**src/rtl/acia_pkg.sv**
```systemverilog
// rtl/acia_pkg.sv - shared definitions for the 6850 ACIA polling master
package acia_pkg;

  typedef enum logic [2:0] {
    MRST   = 3'd0,
    CFG    = 3'd1,
    GAP    = 3'd2,
    POLL   = 3'd3,
    DECIDE = 3'd4,
    RXRD   = 3'd5,
    RXCAP  = 3'd6,
    TXWR   = 3'd7
  } state_t;

  localparam logic RS_CTRL = 1'b0;
  localparam logic RS_DATA = 1'b1;

  localparam int RXF = 0;
  localparam int TXE = 1;
  localparam int FE  = 4;
  localparam int OVR = 5;
  localparam int IRQ = 7;

  localparam logic [7:0] MRST_CODE = 8'h03;

endpackage

```
**src/rtl/acia_master.sv**
```systemverilog
// rtl/acia_master.sv - polls a 6850 ACIA and bridges its data register to tx/rx byte streams
module acia_master #(
  parameter logic [7:0] CTRL_WORD = 8'h15,
  parameter int         POLL_GAP  = 15
) (
  input  logic       clk,
  input  logic       rst,
  output logic       cs,
  output logic       we,
  output logic       rs,
  output logic [7:0] bus_wdata,
  input  logic [7:0] bus_rdata,
  input  logic       irq,
  input  logic [7:0] tx_data,
  input  logic       tx_valid,
  output logic       tx_ready,
  output logic [7:0] rx_data,
  output logic       rx_valid,
  input  logic       rx_ready,
  output logic       err,
  input  logic       err_clr
);
  import acia_pkg::*;

  localparam int GW = (POLL_GAP > 1) ? $clog2(POLL_GAP + 1) : 1;
  localparam logic [GW-1:0] GAP_LOAD = GW'(POLL_GAP);

  state_t        state;
  state_t        state_nx;
  logic          started;
  logic [GW-1:0] gap_cnt;
  logic [7:0]    tx_hold;
  logic          rx_sel;
  logic          tx_sel;

  // bus_rdata holds the status byte during DECIDE; receive wins over transmit
  assign rx_sel   = bus_rdata[RXF] && !rx_valid;
  assign tx_sel   = !rx_sel && bus_rdata[TXE] && tx_valid;
  assign tx_ready = (state == DECIDE) && tx_sel;

  always_comb begin
    state_nx = state;
    case (state)
      MRST:    if (started) state_nx = CFG;
      CFG:     state_nx = GAP;
      // gap_cnt counts idle cycles still owed, this one included
      GAP:     if (irq || gap_cnt <= GW'(1)) state_nx = POLL;
      POLL:    state_nx = DECIDE;
      DECIDE:  state_nx = rx_sel ? RXRD : (tx_sel ? TXWR : GAP);
      RXRD:    state_nx = RXCAP;
      RXCAP:   state_nx = GAP;
      TXWR:    state_nx = GAP;
      default: state_nx = MRST;
    endcase
  end

  always_ff @(posedge clk) begin
    if (rst) begin
      state    <= MRST;
      started  <= 1'b0;
      gap_cnt  <= '0;
      tx_hold  <= 8'h00;
      rx_data  <= 8'h00;
      rx_valid <= 1'b0;
      err      <= 1'b0;
    end else begin
      started <= 1'b1;
      state   <= state_nx;

      if (state_nx == GAP && state != GAP)
        gap_cnt <= GAP_LOAD;
      else if (state == GAP && gap_cnt != '0)
        gap_cnt <= gap_cnt - GW'(1);

      if (tx_ready)
        tx_hold <= tx_data;

      if (state == RXCAP) begin
        rx_data  <= bus_rdata;
        rx_valid <= 1'b1;
      end else if (rx_valid && rx_ready) begin
        rx_valid <= 1'b0;
      end

      if (state == DECIDE && (bus_rdata[FE] || bus_rdata[OVR]))
        err <= 1'b1;
      else if (err_clr)
        err <= 1'b0;
    end
  end

  // started keeps the bus quiet while rst is held even though state already reads MRST
  always_comb begin
    cs        = 1'b0;
    we        = 1'b0;
    rs        = RS_CTRL;
    bus_wdata = 8'h00;
    if (started) begin
      case (state)
        MRST: begin
          cs        = 1'b1;
          we        = 1'b1;
          bus_wdata = MRST_CODE;
        end
        CFG: begin
          cs        = 1'b1;
          we        = 1'b1;
          bus_wdata = CTRL_WORD;
        end
        POLL: cs = 1'b1;
        RXRD: begin
          cs = 1'b1;
          rs = RS_DATA;
        end
        TXWR: begin
          cs        = 1'b1;
          we        = 1'b1;
          rs        = RS_DATA;
          bus_wdata = tx_hold;
        end
        default: cs = 1'b0;
      endcase
    end
  end

endmodule

```
**config.mk**
```make
export PLATFORM = sky130hd
export DESIGN_NAME = acia_master
export DESIGN_NICKNAME = d
export VERILOG_FILES = /design/src/rtl/acia_pkg.sv /design/src/rtl/acia_master.sv
export SDC_FILE = /design/constraint.sdc
export NUM_CORES = 1
export LEC_CHECK = 0
export ABC_AREA = 1
export CAP_MARGIN = 20
export CORE_UTILIZATION = 44
export CTS_CLUSTER_SIZE = 20
export DETAILED_ROUTE_END_ITERATION = 10
export GPL_ROUTABILITY_DRIVEN = 1
export PLACE_DENSITY = 0.78
export SYNTH_ARGS = -nofsm -noshare
export SYNTH_HDL_FRONTEND = slang
export SYNTH_SLANG_ARGS = --single-unit
```
**constraint.sdc**
```tcl
create_clock -name clk -period 1.32 [get_ports clk]
set_input_delay 0.264 -clock clk [delete_from_list [all_inputs] [get_ports clk]]
set_output_delay 0.264 -clock clk [all_outputs]
set_load 0.02 [all_outputs]
```
==> flow_metrics.py <==
metrics = {
    "setup_path": {
        "reg2reg_to": "gap_cnt[1]",
        "cp_num_buf_inv": 2,
        "critPathArrivalTime_ns": 1.42,
        "cpMostUsedCell": "buf_4",
        "max_stage_delay_ns": 0.40,
        "worstReg2RegStart": "state[0]",
        "slowest_stage": "dfxtp_4",
        "rr_worst_depth": 10,
        "r2r_slack_ns": -0.17,
        "timing_worst_setup_path_type": "reg -> out",
        "path_cells": "nand2_2 -> nor2_4 -> buf_4 -> nand3_1 -> nand2_1 -> buf_4",
        "worstPathRequired_ns": 1.06,
        "critPathTopFamily": "flip-flops",
        "endpoint_kind": "output port",
        "cp-start-kind": "flop",
        "path_max_fanout": 8,
    },
    "yosys": {
        "yosysUniqueCellTypes": 27,
        "synth_top_area_share": 0.407,
        "synthTopCellsByArea": "dfxtp_1 41%, o21ai_0 8.6%, nor2_1 8.5%, nand2_1 7.0%, inv_1 6.8%",
        "synth_cells": 177,
        "synth_area_leader_cell": "dfxtp_1",
        "yosysWarnings": 0,
        "synth_area_um2": 1280,
        "synth_nets": 202,
        "yosysSeqAreaShare": 0.407,
        "synth-seq-cells": 26,
        "syn_avg_cell_area_um2": 7.22,
    },
    "route": {
        "ant_nets": 0,
        "vias_per_cell": 5.02,
        "route.met2.wl_um": 1950,
        "wl_um": 3590,
        "wl_met3_um": 128,
        "dr_total_vias": 1400,
        "dr.pass1.iters": 5,
        "drcViolationCount": 0,
        "routedWlPerCell_um": 12.9,
        "dr.max_layer_used": "met4",
        "drt_iter0_drc": 63,
        "wl_met1_um": 1480,
    },
    "timing": {
        "holdWs_ns": 0.455,
        "finalClockSkew_ns": 0.00862,
        "setup_slack_ns": -0.361,
        "hold_violations": 0,
        "setup_tns_ns": -4.08,
        "grt_setup_unrepaired": "yes",
        "period_minus_slack_ns": 1.68,
        "slew_headroom": 0.759,
        "slew_viol_final": 0,
        "setup_viol": 16,
        "min_period_over_period": 1.27,
        "worst_slew_pin_slew_ns": 0.361,
        "max_freq_ghz": 0.595,
    },
    "outcome": {
        "outcome": "finished, violations left",
        "violations": "negative setup slack",
    },
    "floorplan": {
        "rows": 19,
        "core_area_um2": 2760,
        "die_y_um": 55.9,
        "die-area_um2": 3130,
        "die_w_um": 55.9,
        "start_util": 0.464,
        "ios": 44,
    },
    "clock_network": {
        "path_clk_slew_ns": 0.15,
        "cts-root-buf": "clkbuf_4",
        "cts_tree": "built",
        "cts_made_buffers": 3,
        "clockBufferDepth": 2,
        "cts_hold_buffers": 0,
        "clk_latency_ns": 0.33,
        "clkSinkCount": 26,
        "htreeDepth": 1,
    },
    "power": {
        "ir_drop_uv": 854,
        "leakagePower_nw": 0.879,
        "power.total_mw": 2.12,
        "cellPowerDensity_nw_per_um2": 1030,
    },
    "placement": {
        "pre_cts_ws_ns": -0.567,
        "place.gp.congestion": 0.868,
        "io_buffer_count": 43,
        "dp_hpwl_um": 2510,
        "placed_area_um2": 1870,
    },
    "hold_path": {
        "hold_depth": 2,
        "min_to": "rx_data[7]",
        "min_path_type": "reg -> reg",
        "min_from": "rx_data[7]",
    },
    "cells_and_area": {
        "final_common_cell": "buf_4",
        "final_cell_mix": "32 x buf_4, 25 x nor2_1, 22 x nand2_1",
        "layout.nets": 274,
        "multi_input_area_um2": 698,
        "regArea_um2": 534,
        "fillers": 205,
        "layout-drive-gt1-share": 0.355,
        "fin_area_um2": 2050,
        "n_antenna_cell": 0,
        "area_growth_syn_to_layout_pct": 60.1,
    },
    "grt": {
        "track_usage": 0.229,
        "grt_overflow": 0,
        "antenna_found_initial": 0,
        "grt_pass1_vias": 1326,
        "grt_pass1_wl_um": 5720,
        "grt_max_degree": 21,
    },
    "flow_run": {
        "max_cap_violations": 0,
    },
}
[worst reg2reg max path, delay by kind of cell, from the launching register on]
family	cells	cell delay [ns]
buffers and inverters	5	0.59
DFF	1	0.39
and+or+nand+nor	4	0.33
AOI/OAI and AO/OA	1	0.11
[power by group]
part / switching, mW / internal [mW]
clock network: 0.246 / 0.169
logic: 0.428 / 0.385
registers: 0.0489 / 0.841
[synth_stat cells (all sizes together)]
cell type and n:
nand3 10, o211ai 1, xor2 1, buf 2
clkbuf 2, a21oi 17, ha 3, nand4 3
dfxtp 26, o21ai 25, clkinv 1, nand2 26
and2 1, or2 1, nor2 32, inv 26
[layer usage]
| layer | global-route usage | vias to the layer above |
|---|---|---|
| li1 | - | 709 |
| met5 | 0 | - |
| met3 | 0.0256 | 8 |
| met4 | 0.0732 | 0 |
| met2 | 0.435 | 38 |
| met1 | 0.265 | 645 |
[per-stage QoR]
stage           util  std cells
6_report       0.742        279
5_1_grt        0.742        279
4_1_cts        0.700        273
3_5_place_dp   0.677        266
3_3_place_gp   0.677        266
2_1_floorplan      -        177
[logic make-up after synthesis]
group / Yosys count / share of synthesized area
buf+inv: 31 / 0.115
compound gates: 43 / 0.170
simple gates: 73 / 0.271
fa+ha+maj: 3 / 0.0294
xor+xnor: 1 / 0.00685
flops: 26 / 0.407
[final cells by class]
class	count	share of cell area
clock buffer	4	0.0177
inverter	27	0.0575
timing repair buffer	71	0.304
tap	31	0.0189
multi-input combinational	120	0.341
sequential	26	0.261
[sequential cells by signal, indices dropped and copies added, names as in the netlist]
name,count
started,1
rx_valid,1
rx_data,8
err,1
gap_cnt,4
state,3
tx_hold,8
[timing repair]
item | 4_1_cts | 5_1_grt
resized for setup | 88 | 39
setup endpoints to repair | 28 | 36
setup buffers | 3 | 6
pin swaps | 7 | 4
[worst max-delay path by stage]
stage	end	from	cells after the start
after floorplan	bus_wdata[0]	state[2]	8
after global placement	tx_ready	bus_rdata[0]	5
after detailed placement	tx_ready	bus_rdata[0]	5
after CTS	bus_wdata[0]	state[2]	8
after global routing	bus_wdata[1]	state[0]	6
final	bus_wdata[1]	state[0]	6
Note: power is estimated with default switching activity, not from simulation.
==> RTL edit 1: new RTL, config.mk and constraints unchanged <==
`CTRL_WORD`: 8'h15 -> 8'h0A.
--- a/src/rtl/acia_master.sv
+++ b/src/rtl/acia_master.sv
@@ -1,5 +1,5 @@
 // rtl/acia_master.sv - polls a 6850 ACIA and bridges its data register to tx/rx byte streams
 module acia_master #(
-  parameter logic [7:0] CTRL_WORD = 8'h15,
+  parameter logic [7:0] CTRL_WORD = 8'h0A,
   parameter int         POLL_GAP  = 15
 ) (
Function: changed (Yosys sat finds a counterexample within 4 cycles, from zero or initial values and one cycle with rst high).
==> RTL edit 1 against the unedited design <==
Worst setup slack gained 0.0097 ns. Wire length decreased by 3.0%. Sequential cell count unchanged. Power down 2.2%. Via count rose by 1.6%. Largest power group unchanged. Design area grew 1.6%. Sequential power increased by 2%. Area after synthesis grew 0.78%. Synthesized cell count is 2.8% higher. Global-route usage fell by 0.57 points. The flow still finishes with violations (setup timing). Critical path type unchanged.
==> RTL edit 1: results (changes against the unedited design) <==
final worst slack=-0.351 ns (+0.00968 ns); Final Skew=0.00229 ns (-0.00633 ns); clock-pin slew on the worst setup and hold paths=0.13 ns (-0.02 ns); Net Count, Synth=207 (+2.5%); Internal=0.00134 W (-4.1%); FF-to-FF setup slack=-0.12 ns (+0.05 ns); DP Wirelength=2.40 mm (-4.6%); Final Wtd Congestion=0.850 (-2.1%); Synth cell types=26 (-3.7%); Setup-failing EPs final=22 (+6); worst slack, placed=-0.566 ns (+0.000851 ns); Placed Area=1890 um^2 (+1.4%); area grow syn2layout=61.4%; Commonest cells post-synth=32 x nor2_1, 27 x nand2_1, 26 x dfxtp_1, 26 x inv_1, 21 x o21ai_0; worst r2r path cells=9 (-1); failing checks=setup timing; syn avg cell area=7.08 um^2 (-2.0%); dominant cells by area after synthesis=dfxtp_1 40%, nor2_1 9.3%, o21ai_0 8.2%; worst-margin pin slew=0.337 ns (-0.0243 ns); worst r2r dst=tx_hold[5]; status=complete, but fails checks; routed len/inst=12.5 um (-3.0%); gr usage total=0.223 (-0.00567); nets=275 (+0.36%); routed wire length=3.48 mm (-3.0%)
-- RTL edit 1: cells by family after synthesis --
family,Yosys count,synth area share
buf+inv,34,0.120
simple gates,77,0.277
xor+xnor,1,0.00680
flops,26,0.404
fa+ha+maj,3,0.0291
compound gates,41,0.163
-- RTL edit 1: tightest hold or removal path, stage by stage, from the launching register on --
cell     delay, ns
dfxtp_1       0.33
inv_1         0.04
a21oi_1       0.05
-- RTL edit 1: layout make-up --
cell class	count	area, um^2
Fill cell	204	678
Tap cell	31	38.8
Multi-Input combinational cell	122	739
Clock buffer	3	22.5
Inverter	29	128
Timing Repair Buffer	68	617
Sequential cell	26	534
-- RTL edit 1: layer usage --
metal  track usage  up-vias  part of all wire
li1              -      708                 -
met1         0.265      644              0.41
met2         0.412       61              0.50
met3        0.0395        9             0.072
met4        0.0557        0             0.018
met5             0        -                 0
-- RTL edit 1: repair_timing --
action                                  in CTS  in global routing
hold buffers                                 0                  0
gates resized for setup                    112                 25
pin swaps                                    3                  7
setup buffers                                3                  4
endpoints found under the setup margin      38                 36
-- RTL edit 1: power by group through the flow --
stage / sequential [W] / combinational, W / clock, W
floorplan: 0.000890 / 0.000375 / 0
global placement: 0.000897 / 0.000617 / 0
detailed placement: 0.000899 / 0.000643 / 0
CTS: 0.000892 / 0.000725 / 0.000333
global route: 0.000911 / 0.000894 / 0.000375
finish: 0.000906 / 0.000821 / 0.000343
-- RTL edit 1: how the worst max path moves through the flow --
stage | startpoint | endpoint | slack [ns] | cells past startpoint
finish | state[0] | we | -0.35 | 6
global route | state[0] | tx_ready | -0.40 | 7
CTS | state[0] | we | -0.33 | 6
detailed placement | bus_rdata[1] | tx_ready | -0.57 | 4
global placement | bus_rdata[0] | tx_ready | -0.57 | 5
floorplan | state[2] | bus_wdata[2] | 0.02 | 5
-- RTL edit 1: through the flow --
stage | hold WS (ns) | power (W)
after global routing | 0.473 | 0.00218
after floorplan | 0.333 | 0.00126
final | 0.449 | 0.00207
after global placement | 0.434 | 0.00151
after CTS | 0.454 | 0.00195
after detailed placement | 0.437 | 0.00154
==> RTL edit 2: new RTL, same settings <==
Without the edit above. Re-encode `state_t` (8 states) as one-hot, 8 bits wide.
--- a/src/rtl/acia_pkg.sv
+++ b/src/rtl/acia_pkg.sv
@@ -2,13 +2,13 @@
 package acia_pkg;
 
-  typedef enum logic [2:0] {
-    MRST   = 3'd0,
-    CFG    = 3'd1,
-    GAP    = 3'd2,
-    POLL   = 3'd3,
-    DECIDE = 3'd4,
-    RXRD   = 3'd5,
-    RXCAP  = 3'd6,
-    TXWR   = 3'd7
+  typedef enum logic [7:0] {
+    MRST   = 8'b00000001,
+    CFG    = 8'b00000010,
+    GAP    = 8'b00000100,
+    POLL   = 8'b00001000,
+    DECIDE = 8'b00010000,
+    RXRD   = 8'b00100000,
+    RXCAP  = 8'b01000000,
+    TXWR   = 8'b10000000
   } state_t;
 
Check against the original RTL: same outputs for any inputs over 10 cycles, from zero or initial values and one cycle with rst high; not proved beyond that.
==> RTL edit 2 against the unedited design <==
The flow still finishes with violations (setup timing). Final cell count increased by 29%. Design area increased by 29%. Non-clock buffer count increased by 10. Sequential cell count increased by 5. Largest cell class unchanged. Via count increased by 27%. Clock skew about the same. Die area increased by 22%. Clock power increased by 57%. Power decreased by 3.7%. Combinational power decreased by 48%. Area after synthesis increased by 23%. Worst setup slack got worse by 0.24 ns. Largest power group unchanged. Wire length increased by 32%.
==> RTL edit 2: results (changes against the unedited design) <==
status=complete, but fails checks; failing checks=setup timing; M1 wire length=1.88 mm (+28%); Largest delay share family, worst path=buffers and inverters; Pleak=1.22 nW (+39%); peak supply drop=693 uV (-19%); routed wire length=4.75 mm (+32%); dominant cells by area after synthesis=dfxtp_1 39%, nor2_1 16%, nand2_1 9.3%; gr usage total=0.248 (+0.0193); critical path's slowest cell=dfxtp_2; vias in the first global route=1625 (+23%); Commonest cells post-synth=66 x nor2_1, 39 x nand2_1, 31 x dfxtp_1; FILL cells=216 (+5.4%); cts bufs inserted=5 (+2); proportion of layout cells with a drive suffix above 1=0.444 (+0.0893); final worst slack=-0.597 ns (-0.236 ns); met2 WL=2.57 mm (+32%); placed insts=343 (+29%); adder-cell share of the synthesized area=0.0238 (-0.00556); hold_sp=err; Initial DRT Pass Iterations=4 (-1); vias per cell=4.97 (-0.97%); routed len/inst=13.2 um (+2.7%); sequential share of the synthesized area=0.393 (-0.0137); Starting DRT DRC Count=73 (+16%); biggest regs=rx_data: 8 flops, state: 8 flops, tx_hold: 8 flops; Placed Area=2310 um^2 (+24%); syn avg cell area=6.89 um^2 (-4.6%); Final Wtd Congestion=0.849 (-2.1%); Setup-failing EPs final=39 (+23); Net Count, Synth=254 (+26%); xor/xnor share of the synthesized area=0 (-0.00685); worst r2r src=state[0]; Fin Setup TNS=-7.27 ns (-3.19 ns); Worst Path Arrival=1.65 ns (+0.23 ns); worst slack, placed=-0.703 ns (-0.136 ns); DP Wirelength=2.99 mm (+19%); crit-path max FO=5 (-3); Final Skew=0.00864 ns (+0.0000229 ns); htree depth=2 (+1); clock-pin slew on the worst setup and hold paths=0.09 ns (-0.06 ns); CP peak stage delay=0.34 ns (-0.06 ns); Synth cell types=24 (-11%)
RTL edit 2: cells by family after synthesis:
family          Yosys count
flops                    31
simple gates            137
compound gates           29
buf+inv                  29
fa+ha+maj                 3
RTL edit 2: timing repair:
action,CTS,global route
buffers inserted,5,2
gates resized for setup,129,30
gates cloned,1,0
endpoints found under the setup margin,40,45
pin swaps,9,3
RTL edit 2: worst paths after layout:
| check | to | slack [ns] | cells past startpoint |
|---|---|---|---|
| max | bus_wdata[2] | -0.60 | 8 |
| min | err | 0.49 | 2 |
| max reg2reg | tx_hold[7] | -0.14 | 10 |
| min reg2reg | err | 0.49 | 2 |
RTL edit 2: per-stage QoR:
stage / util / total power (W)
floorplan: - / 0.00117
global route: 0.781 / 0.00211
detailed placement: 0.683 / 0.00134
finish: 0.781 / 0.00204
global placement: 0.683 / 0.00133
CTS: 0.747 / 0.00201
RTL edit 2: cell type report:
class	count	area [um^2]	share of cell area
Clock buffer	8	68.8	0.0260
Tap cell	46	57.6	0.0217
Multi-Input combinational cell	169	1050	0.397
Inverter	24	105	0.0397
Timing Repair Buffer	81	734	0.277
Sequential cell	31	632	0.239
RTL edit 2: metal layers:
metal | global-route usage | vias to the layer above
met5 | 0 | -
met1 | 0.270 | 842
met4 | 0.102 | 0
met2 | 0.455 | 52
met3 | 0.0642 | 9
li1 | - | 881
RTL edit 2: worst reg2reg max path: cells and delay by family (launching register included):
family	cells	cell delay (ns)
AND/OR/NAND/NOR	6	0.59
buffers and inverters	4	0.42
flip-flops	1	0.34
RTL edit 2: power by group:
| group | internal (W) | switching, W |
|---|---|---|
| logic | 0.000205 | 0.000219 |
| clock network | 0.000313 | 0.000337 |
| registers | 0.000950 | 0.0000134 |
